--- config.mk ---
export PLATFORM = sky130hd
export DESIGN_NAME = adder_op_sched
export DESIGN_NICKNAME = d
export VERILOG_FILES = /design/src/rtl/adder_sched_pkg.sv /design/src/rtl/adder_sched_ns.sv /design/src/rtl/adder_op_sched.sv
export SDC_FILE = /design/constraint.sdc
export NUM_CORES = 1
export LEC_CHECK = 0
export BUFFER_PORTS_ARGS = -buffer_cell sky130_fd_sc_hd__buf_2
export CORE_ASPECT_RATIO = 1.1
export CORE_UTILIZATION = 45
export DETAILED_ROUTE_END_ITERATION = 6
export PLACE_DENSITY = 0.73
export SETUP_SLACK_MARGIN = 0.15
export SLEW_MARGIN = 20
export SYNTH_ARGS = -nofsm -noshare
export SYNTH_HDL_FRONTEND = slang
export SYNTH_SLANG_ARGS = --single-unit
--- constraint.sdc ---
create_clock -name clk -period 1.6 [get_ports clk]
set_input_delay 0.16 -clock clk [delete_from_list [all_inputs] [get_ports clk]]
set_output_delay 0.16 -clock clk [all_outputs]
set_load 0.03 [all_outputs]
--- src/rtl/adder_sched_pkg.sv ---
// Shared state encoding and default widths for the adder operation scheduler.
package adder_sched_pkg;

  localparam int DATA_W_DEF = 32;
  localparam int ADDR_W_DEF = 3;
  localparam int CNT_W_DEF  = 4;

  typedef enum logic [2:0] {
    ST_IDLE   = 3'd0,
    ST_READ_A = 3'd1,
    ST_READ_B = 3'd2,
    ST_LATCH  = 3'd3,
    ST_EXEC   = 3'd4,
    ST_WRITE  = 3'd5,
    ST_DONE   = 3'd6
  } state_t;

endpackage

--- src/rtl/adder_sched_ns.sv ---
// Next-state, next write-address, next result-count and full-flag logic
// for the adder operation scheduler.
module adder_sched_ns
  import adder_sched_pkg::*;
#(
  parameter int ADDR_W = ADDR_W_DEF
) (
  input  state_t            state,
  input  logic              op_start,
  input  logic              op_clear,
  input  logic              fifo_empty,
  input  logic              add_done,
  input  logic [ADDR_W-1:0] waddr,
  input  logic [ADDR_W:0]   res_count,
  input  logic              res_full,
  output state_t            state_nxt,
  output logic [ADDR_W-1:0] waddr_nxt,
  output logic [ADDR_W:0]   count_nxt,
  output logic              full_nxt
);

  always_comb begin
    state_nxt = state;
    waddr_nxt = waddr;
    count_nxt = res_count;
    full_nxt  = res_full;
    if (op_clear) begin
      state_nxt = ST_IDLE;
      waddr_nxt = '0;
      count_nxt = '0;
      full_nxt  = 1'b0;
    end else begin
      unique case (state)
        ST_IDLE: begin
          if (op_start) state_nxt = fifo_empty ? ST_DONE : ST_READ_A;
        end
        ST_READ_A: state_nxt = ST_READ_B;
        ST_READ_B: state_nxt = ST_LATCH;
        ST_LATCH:  state_nxt = ST_EXEC;
        ST_EXEC: begin
          if (add_done) state_nxt = ST_WRITE;
        end
        ST_WRITE: begin
          waddr_nxt = waddr + ADDR_W'(1);
          count_nxt = res_count + (ADDR_W + 1)'(1);
          // Last slot of the result memory: stop, and flag overflow if work remains.
          if (&waddr) begin
            state_nxt = ST_DONE;
            if (!fifo_empty) full_nxt = 1'b1;
          end else if (fifo_empty) begin
            state_nxt = ST_DONE;
          end else begin
            state_nxt = ST_READ_A;
          end
        end
        ST_DONE: begin
          if (!op_start) state_nxt = ST_IDLE;
        end
        default: state_nxt = ST_IDLE;
      endcase
    end
  end

endmodule

--- src/rtl/adder_op_sched.sv ---
// Scheduler that pops operand pairs from the FIFO, runs them through the shared
// adder core and writes each sum to the result memory at an incrementing address.
//
// state   | meaning
// IDLE    | waiting for op_start
// READ_A  | pop first operand
// READ_B  | capture A, pop B if the FIFO still has data (else odd)
// LATCH   | capture B (0 when odd)
// EXEC    | launch adder, wait for add_done
// WRITE   | write sum to result memory, advance address/count
// DONE    | run finished, hold until op_start drops
module adder_op_sched
  import adder_sched_pkg::*;
#(
  parameter int DATA_W = DATA_W_DEF,
  parameter int ADDR_W = ADDR_W_DEF,
  parameter int CNT_W  = CNT_W_DEF
) (
  input  logic              clk,
  input  logic              reset_n,
  input  logic              op_start,
  input  logic              op_clear,
  input  logic [CNT_W-1:0]  fifo_data_count,
  input  logic [DATA_W-1:0] fifo_dout,
  output logic              fifo_rd_en,
  output logic [DATA_W-1:0] add_a,
  output logic [DATA_W-1:0] add_b,
  output logic              add_start,
  input  logic              add_done,
  input  logic [DATA_W-1:0] add_result,
  output logic              res_we,
  output logic [ADDR_W-1:0] res_addr,
  output logic [DATA_W-1:0] res_wdata,
  output logic              busy,
  output logic              op_done,
  output logic              res_full,
  output logic [ADDR_W:0]   res_count
);

  state_t              state;
  state_t              state_nxt;
  logic [ADDR_W-1:0]   waddr;
  logic [ADDR_W-1:0]   waddr_nxt;
  logic [ADDR_W:0]     count_nxt;
  logic                full_nxt;
  logic                odd;
  logic                exec_first;
  logic [DATA_W-1:0]   sum;
  logic                fifo_empty;

  assign fifo_empty = (fifo_data_count == '0);

  adder_sched_ns #(.ADDR_W(ADDR_W)) u_ns (
    .state      (state),
    .op_start   (op_start),
    .op_clear   (op_clear),
    .fifo_empty (fifo_empty),
    .add_done   (add_done),
    .waddr      (waddr),
    .res_count  (res_count),
    .res_full   (res_full),
    .state_nxt  (state_nxt),
    .waddr_nxt  (waddr_nxt),
    .count_nxt  (count_nxt),
    .full_nxt   (full_nxt)
  );

  always_ff @(posedge clk) begin
    if (!reset_n) begin
      state      <= ST_IDLE;
      waddr      <= '0;
      res_count  <= '0;
      res_full   <= 1'b0;
      add_a      <= '0;
      add_b      <= '0;
      sum        <= '0;
      odd        <= 1'b0;
      exec_first <= 1'b0;
    end else begin
      state     <= state_nxt;
      waddr     <= waddr_nxt;
      res_count <= count_nxt;
      res_full  <= full_nxt;
      if (op_clear) begin
        exec_first <= 1'b0;
      end else begin
        unique case (state)
          ST_READ_B: begin
            add_a <= fifo_dout;
            odd   <= fifo_empty;
          end
          ST_LATCH: begin
            add_b      <= odd ? '0 : fifo_dout;
            exec_first <= 1'b1;
          end
          ST_EXEC: begin
            exec_first <= 1'b0;
            // add_done outside EXEC never reaches here, so stray pulses are dropped.
            if (add_done) sum <= add_result;
          end
          default: ;
        endcase
      end
    end
  end

  // Strobes are suppressed in the clear cycle so an abort never leaks a pop or write.
  assign fifo_rd_en = !op_clear &&
                      ((state == ST_READ_A) || ((state == ST_READ_B) && !fifo_empty));
  assign add_start  = !op_clear && (state == ST_EXEC) && exec_first;
  assign res_we     = !op_clear && (state == ST_WRITE);
  assign res_addr   = waddr;
  assign res_wdata  = sum;
  assign busy       = (state != ST_IDLE) && (state != ST_DONE);
  assign op_done    = (state == ST_DONE);

endmodule

# [After elaboration in Yosys (flattened, before gate mapping)]
# Cells that the tools add are included.
[op_classes] n_addsub=2 eq_ne=10 muxes=8 bitwise_logic=3 reduce_logical=20
[ops] operator="two-way mux 32 bit" count=1
[ops] operator="one-hot mux 3 bit (7 select lines)" count=1
[ops] operator="two-way mux 3 bit" count=5
[ops] operator="== test 3 bit, second input constant" count=3
[ops] operator="AND reduction 3 bit" count=3
[ops] operator="== test 3 x 2 -> 1 bit, second input constant" count=2
[ops] operator="logical AND 1 bit" count=6
[ops] operator="inequality test 2 bit, second input constant" count=3
[ops] operator="AND reduction 5 bit" count=1
[ops] operator="adder 4 x 1 -> 4 bit, second input constant" count=1
[ops] operator="zero test 4 bit" count=1
[ops] operator="AND reduction 2 bit" count=2
[ops] operator="adder 3 x 1 -> 3 bit, second input constant" count=1
[ops] operator="== test 3 x 1 -> 1 bit, second input constant" count=1
[ops] operator="zero test 3 bit" count=1
[ops] operator="inequality test 3 bit, second input constant" count=1
[ops] operator="NOT 1 bit" count=3
[ops] operator="nonzero test 3 bit" count=1
[ops] operator="zero test 1 bit" count=2
[ops] operator="one-hot mux 1 bit (2 select lines)" count=1
[ops] operator="nonzero test 2 bit" count=1
[ops] operator="OR reduction 2 bit" count=1
[ops] operator="logical OR 1 bit" count=1
[word_totals] regBits=109 input_bits=73 output_inout_bits=109 word_cells=52

# [Logic depth before layout (Yosys ltp)]
# Gate-level depths: netlist of the first run.
[logic_depth] word_depth=5 ltp_mapped=6 ltp_nobuf=5

# [By module]
# Synthesis of the first run repeated with hierarchy kept, for this count alone.
[unflattened] cells_unflattened=518 area_unflattened_um2=4645.7
[by_module_without_submodules] module="adder_op_sched" instances=1 cells_per_inst=470 area_per_inst_um2=4311.6 seq_area_each_um2=2182.1
[by_module_without_submodules] module="adder_sched_ns" instances=1 cells_per_inst=48 area_per_inst_um2=334.1 seq_area_each_um2=0.0

# [Least setup slack after synthesis of the first run]
# Ideal clock, no wire load.
[synth_timing] path_type="reg-to-output" start="reg state[2]" end="out fifo_rd_en" arrival_time_ps=1382 required_time_ps=1440 setup_slack_ps=58 path_stages_with_launch=4 n_path_buf=2 cell_sequence="dfxtp_1 -> buf_2 -> buf_1 -> nor3_1"
[synth_between] elab_chain_cells=4 elab_cells_between_ends=5 cone_classes="eq/ne: 2; reduce/logical: 3"
[synth_lines] item="start, declared" line_no="adder_op_sched.sv:40" rtl="state_t state;"
[synth_lines] item="start signal, assigned" line_no="adder_op_sched.sv:80" rtl="state <= state_nxt;"
[synth_lines] item="== test 3 x 2 -> 1 bit" line_no="adder_op_sched.sv:109" rtl="((state == ST_READ_A) || ((state == ST_READ_B) && !fifo_empty));"
[synth_lines] item="logical AND 1 bit" line_no="adder_op_sched.sv:109"
[synth_lines] item="logical OR 1 bit *" line_no="adder_op_sched.sv:109"
[synth_lines] item="logical AND 1 bit *" line_no="adder_op_sched.sv:108" rtl="assign fifo_rd_en = !op_clear &&"
[synth_lines] item="end, declared" line_no="adder_op_sched.sv:25" rtl="output logic fifo_rd_en,"
# Mark *: on every way between the ends. The rest lies on a longest branch, timed or not.

# [Worst setup path in the final report of the first run]
[layout_timing] start="reg state[1]" end="out add_start"
[layout_between] elab_chain_cells=3
[layout_lines] item="== test 3 bit" line_no="adder_op_sched.sv:110" rtl="assign add_start = !op_clear && (state == ST_EXEC) && exec_first;"
[layout_lines] item="logical AND 1 bit (2 in a row)" line_no="adder_op_sched.sv:110"
[layout_lines] item="end, declared" line_no="adder_op_sched.sv:28" rtl="output logic add_start,"
# No other way between the ends.

==> flow_metrics.tcl, run 1 <==
set metrics [dict create \
    synthMuxAreaShare 0.00847 \
    final_layout_size_suffix_gt1_frac 0.405 \
    setup_slack_ns -0.0891 \
    grt-ovfl-total 0 \
    synth_fa_ha_area_frac 0.00794 \
    wirelength_mm 13.2 \
    ys_seq_area_frac 0.462 \
    num_rows 38 \
    vias 4417 \
    antenna_found_initial 0 \
    numCtsBuffers 9 \
    antenna_cells 0 \
    postRouteAntennaNets 0 \
    cellPowerDensity_nw_per_um2 700 \
    die_h_um 109 \
    fin_worst_skew_ns 0.0132 \
    ctsHtreeMaxLevel 3 \
    max_freq_mhz 592 \
    synth_xor_area_frac 0.00741 \
    crit_type "reg -> out" \
    fin_crit_ns 1.69 \
    ys_ff_latch 109 \
    leakage_uw 0.00286 \
    die_area_um2 10900 \
    max_slew_margin 0.727 \
    cts_hold_buffers 0 \
    area_growth_pct 39.5 \
    synth_top_family_by_area "compound AO/OA/AOI/OAI gates" \
    grt_pass1_vias 4082 \
    grt_max_degree 42 \
    setup_viol 3 \
    synthSimpleGateAreaFrac 0.226 \
    layout_common_cells "buf_2, dfxtp_1, nand2_1, a21boi_1, nand3b_1" \
    place_area_um2 5750 \
    grt_usage 0.230 \
    clk_pin_slew_ns 0.10 \
    cts_tree "built" \
    required_ns 1.44 \
    synth_cell_types 42 \
    min_path_type "in -> reg" \
    syn_area_per_cell_um2 9.07 \
    final_area_um2 6590 \
    drc_errors 0 \
    r2r_slack_ns -0.04 \
    ios 182 \
    cp-start-kind "flop" \
    worstSetupEndpointType "output pin" \
    status "finished, violations left" \
    clock_latency_ns 0.37 \
    synth-edff-count 0 \
    synthArstFlopShare 0 \
    synth_area_um2 4730 \
    crit_fanout 3 \
    final-hold-violation-count 0 \
    ys_warn_count 0 \
    dr.pass1.iters 4 \
    slew_violations 0 \
    synth_flop_cell "dfxtp_1" \
    grt_pass1_wl_mm 19.7 \
    dr.first_iter.drc_count 161 \
    floorplan.initialDensity 0.471 \
    clockBufferDepth 2 \
    hpwlAfterDp_mm 7.80 \
    coreArea_um2 10000 \
    violations "negative setup slack" \
    final_common_cell "buf_2" \
    dp_slack_ns 0.0716 \
    cap_violations 0 \
    synth_compound_area_frac 0.230 \
    tightest_slew_ns 0.410 \
    cts_root_buf "clkbuf_8" \
    syn_nets 597 \
    clock_sinks 109 \
    vdd_drop_max_mv 0.428 \
    fin_crit_sh 1.06 \
    finalNetCount 781 \
    rsz0062_at_grt "true" \
    wl_per_cell_um 15.5 \
    gp_congestion 0.786 \
    port_buffers 181 \
    syn_inst 521 \
    worstPathArrival_ns 1.53 \
    die_x_um 99.7 \
    viasPerCell 5.21 \
]
-- sequential cells by signal, summed over array words and instances, names as in the netlist --
register and cells:
state 3, exec_first 1, res_count 4, res_full 1
res_addr 3, add_b 32, odd 1, res_wdata 32
add_a 32
-- what timing repair did --
action / CTS / global route
gates cloned: 5 / 5
pin swaps: 60 / 48
buffers inserted: 13 / 2
setup endpoints to repair: 62 / 96
resized for setup: 67 / 37
-- Yosys cell counts (2+ instances only) --
| master | number | area, um2 |
|---|---|---|
| a21boi_0 | 52 | 390 |
| a21boi_1 | 45 | 338 |
| a21oi_1 | 3 | 15.0 |
| and2_1 | 3 | 18.8 |
| and3_1 | 32 | 200 |
| buf_1 | 2 | 7.51 |
| buf_2 | 17 | 85.1 |
| buf_4 | 3 | 22.5 |
| buf_6 | 6 | 67.6 |
| clkbuf_1 | 24 | 90.1 |
| dfxtp_1 | 109 | 2180 |
| ha_1 | 3 | 37.5 |
| mux2i_1 | 4 | 40.0 |
| nand2_1 | 100 | 375 |
| nand2b_1 | 2 | 12.5 |
| nand3_1 | 6 | 30.0 |
| nand3b_1 | 35 | 263 |
| nor2_1 | 8 | 30.0 |
| nor2b_1 | 4 | 25.0 |
| nor3_1 | 2 | 10.0 |
| o21a_1 | 34 | 255 |
| o21ai_0 | 4 | 20.0 |
| o21bai_1 | 2 | 15.0 |
| xor2_1 | 3 | 26.3 |
-- where the power goes --
group / internal [uW] / switching (uW)
Clock: 596 / 902
Sequential: 2720 / 10.7
Combinational: 174 / 209
Total: 3490 / 1120
-- per-layer routing --
| layer | up-vias | global-route usage | share of wire |
|---|---|---|---|
| met5 | - | 0 | 0 |
| met4 | 0 | 0.0945 | 0.026 |
| met3 | 26 | 0.0502 | 0.058 |
| met2 | 147 | 0.393 | 0.49 |
| met1 | 2089 | 0.281 | 0.43 |
| li1 | 2155 | - | - |
-- cells by family after synthesis --
family,Yosys count
compound gates,147
xor+xnor,4
fa+ha+maj,3
buf+inv,53
flops,109
mux,4
simple gates,201
-- area by class of cell --
cell class                 instances  area, um2
fill                             832       3440
multi-input combinational        359       2490
sequential                       109       2190
timing repair buffer             225       1560
tap                              140        175
clock buffer                      11        141
clock inverter                     3       23.8
inverter                           1       3.75
-- worst max-delay path, cell delays in order, from the launching register on --
cell	delay, ns
dfxtp_4	0.38
nor4b_4	0.38
buf_12	0.15
and2_4	0.13
buf_6	0.12
-- worst paths after layout --
path	startpoint	to	cells after the start
setup reg to reg	state[1]	res_wdata[16]	6
hold / removal	fifo_dout[17]	add_a[17]	3
setup / recovery	state[1]	add_start	4
hold reg to reg	add_b[25]	add_b[25]	2
-- metrics by stage --
stage	utilization	hold WS [ns]	power, uW	std cells	setup TNS, ns
after floorplan	-	0.295	2970	521	0
after global placement	0.573	0.413	3120	809	0
after detailed placement	0.573	0.420	3130	809	0
after CTS	0.639	0.0238	4620	841	-0.0548
after global routing	0.657	0.0163	4810	848	-2.05
final	0.657	0.0310	4620	848	-0.137
(Power assumes the default switching activity.)
==> run 2: changes to the inputs <==
--- a/config.mk
+++ b/config.mk
@@ -6,7 +6,7 @@
 export NUM_CORES = 1
 export LEC_CHECK = 0
 export BUFFER_PORTS_ARGS = -buffer_cell sky130_fd_sc_hd__buf_2
-export CORE_ASPECT_RATIO = 1.1
+export CORE_ASPECT_RATIO = 2
 export CORE_UTILIZATION = 45
 export DETAILED_ROUTE_END_ITERATION = 6
 export PLACE_DENSITY = 0.73
==> run 2 against run 1 <==
The run still ends with negative setup slack left. Sequential share of layout area increased by 0.28 points. Via count decreased by 2.1%. First-iteration DRC count increased by 11%. Largest power group unchanged. Global-route usage increased by 0.93 points. Combinational power decreased by 5%. Clock skew decreased by 0.0057 ns. Hold slack improved by 0.035 ns. Critical path depth unchanged. Critical endpoint unchanged. Total power increased by 12%. Fmax increased by 5.4%. Cell count decreased by 1.7%. Sequential power about the same.
==> flow_metrics.tcl, run 2 (synthesis gave the netlist of run 1 again) <==
set metrics [dict create \
    floorplan.initialDensity 0.466 \
    die_area_um2 10900 \
    cts_root_buf "clkbuf_16" \
    setup_slack_ns -0.00269 \
    finalNetCount 770 \
    grt_pass1_wl_mm 20.5 \
    final_layout_size_suffix_gt1_frac 0.398 \
    gr-usage-met3 0.0501 \
    cap_violations 0 \
    crit_type "reg -> out" \
    power.share.sequential 0.531 \
    crit_fanout 4 \
    grt-ovfl-total 0 \
    leakage_uw 0.00283 \
    final_common_cell "buf_2" \
    holdPathStages 3 \
    min_path_type "in -> reg" \
    clk_pin_slew_ns 0.07 \
    use_met1 0.252 \
    coreArea_um2 10100 \
    worstPathArrival_ns 1.44 \
    num_rows 52 \
    vias 4323 \
    port_buffers 181 \
    required_ns 1.44 \
    antenna_found_initial 0 \
    max_freq_mhz 624 \
    power.internal_uw 3950 \
    cts_hold_buffers 0 \
    hpwlAfterDp_mm 8.19 \
    grt_max_degree 64 \
    grt_usage 0.239 \
    area_growth_pct 38.5 \
    postRouteAntennaNets 0 \
    worstSetupEndpointType "output pin" \
    gp_congestion 0.848 \
    nFillCells 855 \
    dr.pass1.iters 4 \
    antenna_cells 0 \
    tightest_slew_ns 0.490 \
    vdd_drop_max_mv 0.578 \
    r2r_cells 7 \
    violations "negative setup slack" \
    wirelength_mm 12.7 \
    layout_common_cells "buf_2, dfxtp_1, nand2_1, a21boi_1, a21boi_0" \
    pwr-share-comb 0.071 \
    drc_errors 0 \
    fin_crit_ns 1.60 \
    power_frac_clock 0.398 \
    cp_cell_sequence "nor4b_4 -> buf_12 -> and2_4 -> buf_6" \
    dr.first_iter.drc_count 178 \
    cp_slowest_stage_delay_ns 0.37 \
    cellPowerDensity_nw_per_um2 787 \
    ctsHtreeMaxLevel 3 \
    final-hold-violation-count 0 \
    fin_worst_skew_ns 0.00753 \
    hold_path_end "add_a[10]" \
    cts_tree "built" \
    post-route-util 0.645 \
    fin_crit_sh 1.00 \
    switching_share 0.233 \
    cp_slowest_cell "dfxtp_4" \
    grt_pass1_vias 4354 \
    viasPerCell 5.18 \
    clock_latency_ns 0.34 \
    r2r_slack_ns 0.01 \
    max_slew_margin 0.674 \
    p_total_uw 5150 \
    rsz0062_at_grt "true" \
    numCtsBuffers 9 \
    die_h_um 147 \
    ios 182 \
    reg2reg_from "state[1]" \
    clockBufferDepth 2 \
    slew_violations 0 \
    top_usage_layer "met2" \
    hold_start "fifo_dout[10]" \
    wl_per_cell_um 15.2 \
    status "finished, violations left" \
    dp_slack_ns 0.0704 \
    clock_sinks 109 \
    cp-start-kind "flop" \
    p_switching_uw 1200 \
    use_met2 0.458 \
    setup_viol 1 \
    reg2reg_to "res_wdata[29]" \
    die_x_um 74.5 \
]
run 2: changes by cell type in the layout (fill, tap and decap cells not counted), sizes merged:
cell | previous run | this run
clkinvlp | 2 | 0
inv | 1 | 3
clkbuf | 15 | 9
buf | 221 | 214
clkinv | 1 | 5
run 2: what timing repair did:
action | CTS | global route
pin swaps | 60 | 17
gates cloned | 5 | 0
endpoints found under the setup margin | 60 | 71
gates resized for setup | 66 | 18
buffers inserted | 11 | 1
run 2: final cells by class:
| type | count | area (um2) | area share |
|---|---|---|---|
| multi-input cells | 359 | 2480 | 0.379 |
| flip-flops and latches | 109 | 2190 | 0.335 |
| repair buffers | 214 | 1420 | 0.217 |
| clock buffers | 9 | 225 | 0.0344 |
| well taps | 135 | 169 | 0.0258 |
| clock inverters | 7 | 50.0 | 0.00765 |
| inverters | 1 | 3.75 | 0.000574 |
run 2: critical path, delay by kind of cell, from the launching register on:
kind,cells,cell delay (ns)
buffers and inverters,2,0.27
AND/OR/NAND/NOR,2,0.47
flip-flops,1,0.37
run 2: worst max-delay path by stage:
stage,end,start,cells after the start
global placement,add_start,state[0],4
finish,add_start,state[1],4
floorplan,add_start,state[0],4
CTS,add_start,state[1],4
detailed placement,add_start,state[0],4
global route,add_start,state[1],4
run 2: power by group through the flow:
stage,clock (uW),combinational (uW),sequential [uW]
floorplan,0,150,2820
global placement,0,319,2800
detailed placement,0,324,2800
CTS,2110,355,2730
global route,2240,392,2740
finish,2050,365,2730
run 2: through the flow:
stage / area, um2 / std cells / hold WS (ns) / setup TNS, ns
6_report: 6550 / 834 / 0.0662 / -0.00269
3_5_place_dp: 5750 / 801 / 0.421 / 0
4_1_cts: 6490 / 833 / 0.0525 / -0.00139
2_1_floorplan: 4730 / 521 / 0.295 / 0
3_3_place_gp: 5750 / 801 / 0.412 / 0
5_1_grt: 6550 / 834 / 0.0578 / -0.757
run 2: metal layers:
| metal | part of all wire | vias up |
|---|---|---|
| met5 | 0 | - |
| met4 | 0.011 | 0 |
| met3 | 0.053 | 8 |
| met2 | 0.56 | 154 |
| met1 | 0.38 | 2027 |
| li1 | - | 2134 |
==> run 3: changes to the inputs <==
--- a/config.mk
+++ b/config.mk
@@ -7,9 +7,11 @@
 export LEC_CHECK = 0
 export BUFFER_PORTS_ARGS = -buffer_cell sky130_fd_sc_hd__buf_2
 export CORE_ASPECT_RATIO = 2
+export CORE_MARGIN = 8
 export CORE_UTILIZATION = 45
 export DETAILED_ROUTE_END_ITERATION = 6
 export PLACE_DENSITY = 0.73
+export RECOVER_POWER = 25
 export SETUP_SLACK_MARGIN = 0.15
 export SLEW_MARGIN = 20
 export SYNTH_ARGS = -nofsm -noshare
==> run 3 against run 2 <==
The run now ends clean. Global-route usage shrank 5.7 points. Highest routed layer unchanged. Register-to-register slack improved by 0.13 ns. Sequential share of layout area is essentially flat. Fmax up 5.2%.
==> flow_metrics.tcl, run 3 (synthesis gave the netlist of run 1 again) <==
set metrics [dict create \
    gp_congestion 0.780 \
    floorplan.initialDensity 0.457 \
    max_slew_margin 0.732 \
    ctsHtreeMaxLevel 3 \
    tightest_slew_ns 0.404 \
    final-hold-violation-count 0 \
    pwr-share-comb 0.071 \
    antenna_cells 0 \
    hpwlAfterDp_mm 8.97 \
    critPathBufInv 3 \
    wl_per_cell_um 16.5 \
    dr.pass1.iters 6 \
    die_h_um 161 \
    fin_worst_skew_ns 0.00644 \
    grt_usage 0.182 \
    cellPowerDensity_nw_per_um2 805 \
    power.internal_uw 4090 \
    leakage_uw 0.00275 \
    grt-ovfl-total 0 \
    clockBufferDepth 2 \
    postRouteAntennaNets 0 \
    cp_slowest_stage_delay_ns 0.36 \
    setup_viol 0 \
    clock_latency_ns 0.33 \
    die_x_um 88.5 \
    grt_pass1_wl_mm 21.0 \
    numCtsBuffers 9 \
    finalNetCount 785 \
    vias 4375 \
    num_rows 53 \
    dr.first_iter.drc_count 156 \
    drc_errors 0 \
    worstPathArrival_ns 1.36 \
    setup-tns-final_ns 0 \
    cts_tree "built" \
    coreArea_um2 10300 \
    rsz0062_at_grt "true" \
    ios 182 \
    antenna_found_initial 0 \
    cp-start-kind "flop" \
    port_buffers 181 \
    grt_max_degree 87 \
    power.share.sequential 0.519 \
    crit_type "reg -> out" \
    p_switching_uw 1180 \
    crit_fanout 8 \
    max_freq_mhz 656 \
    cap_violations 0 \
    final_layout_size_suffix_gt1_frac 0.303 \
    crit_top_cell "buf_6" \
    dp.cells 809 \
    final_cells 851 \
    slew_violations 0 \
    post-route-util 0.633 \
    clk_pin_slew_ns 0.07 \
    min_path_type "in -> reg" \
    fin_crit_ns 1.52 \
    area_growth_pct 38.5 \
    required_ns 1.44 \
    vdd_drop_max_mv 0.705 \
    fin_crit_sh 0.952 \
    grt_pass1_vias 4233 \
    worstSetupEndpointType "output pin" \
    cts_hold_buffers 0 \
    die_area_um2 14200 \
    crit_family "buffers and inverters" \
    clock_sinks 109 \
    cp_slowest_cell "dfxtp_4" \
    cp_cell_sequence "buf_12 -> nand3b_1 -> buf_6 -> nor2_4 -> buf_6" \
    power_frac_clock 0.409 \
    switching_share 0.225 \
    final_common_cell "buf_2" \
    viasPerCell 5.14 \
    cts_root_buf "clkbuf_16" \
    layout_common_cells "buf_2, dfxtp_1, nand2_1, a21boi_1, clkbuf_1" \
    holdWs_ns 0.0700 \
    status "finished, final reports clean" \
    wirelength_mm 14.1 \
]
==> run 3: cell count changes in the layout (fill, tap and decap cells not counted), moves of 4 or more <==
cell | before | now
clkbuf_16 | 9 | 16
buf_2 | 176 | 123
buf_16 | 5 | 1
clkbuf_1 | 0 | 53
a21boi_0 | 41 | 32
buf_6 | 7 | 14
buf_4 | 15 | 21
and3_1 | 0 | 30
a21boi_2 | 3 | 10
and3_4 | 32 | 2
==> run 3: repair_timing <==
item,in CTS,in global routing
buffers inserted,7,8
endpoints found under the setup margin,66,93
pin swaps,2,28
gates resized for setup,23,52
gates cloned,1,10
==> run 3: cell type report <==
class	count	area (um2)
fill	924	3800
clock inverter	4	31.3
inverter	1	3.75
multi-input combinational	359	2360
timing repair buffer	229	1520
tap	137	171
clock buffer	12	267
sequential	109	2190
==> run 3: power by group through the flow <==
| stage | registers (uW) | clock network (uW) | logic (uW) |
|---|---|---|---|
| after floorplan | 2820 | 0 | 150 |
| after global placement | 2800 | 0 | 328 |
| after detailed placement | 2800 | 0 | 328 |
| after CTS | 2740 | 2230 | 347 |
| after global routing | 2740 | 2350 | 407 |
| final | 2740 | 2160 | 375 |
==> run 3: stage by stage <==
step	worst slack, ns	area, um2	total power, uW
6_report	0.0765	6550	5270
5_1_grt	0.0131	6550	5490
4_1_cts	0.0324	6210	5310
3_5_place_dp	0.109	5760	3130
3_3_place_gp	0.135	5760	3130
2_1_floorplan	0.192	4730	2970
==> run 3: worst paths after layout <==
| check | startpoint | to | slack [ns] | cells past startpoint |
|---|---|---|---|---|
| hold / removal | fifo_dout[10] | add_a[10] | 0.07 | 3 |
| setup reg to reg | state[0] | res_wdata[23] | 0.14 | 6 |
| setup / recovery | state[1] | res_we | 0.08 | 5 |
| hold reg to reg | add_b[2] | add_b[2] | 0.45 | 2 |
==> run 3: metal layers <==
layer  vias up  wire [um]  track usage
met4         0         85       0.0473
met2       126       6900        0.292
met1      2083       5970        0.225
met3         4       1100       0.0604
li1       2162          -            -
met5         -          0            0
==> run 3: tightest hold or removal path: cells and delay by family <==
| family | cells | cell delay (ns) |
|---|---|---|
| AO/OA/AOI/OAI | 1 | 0.05 |
| buffers and inverters | 1 | 0.10 |
| AND/OR/NAND/NOR | 1 | 0.05 |
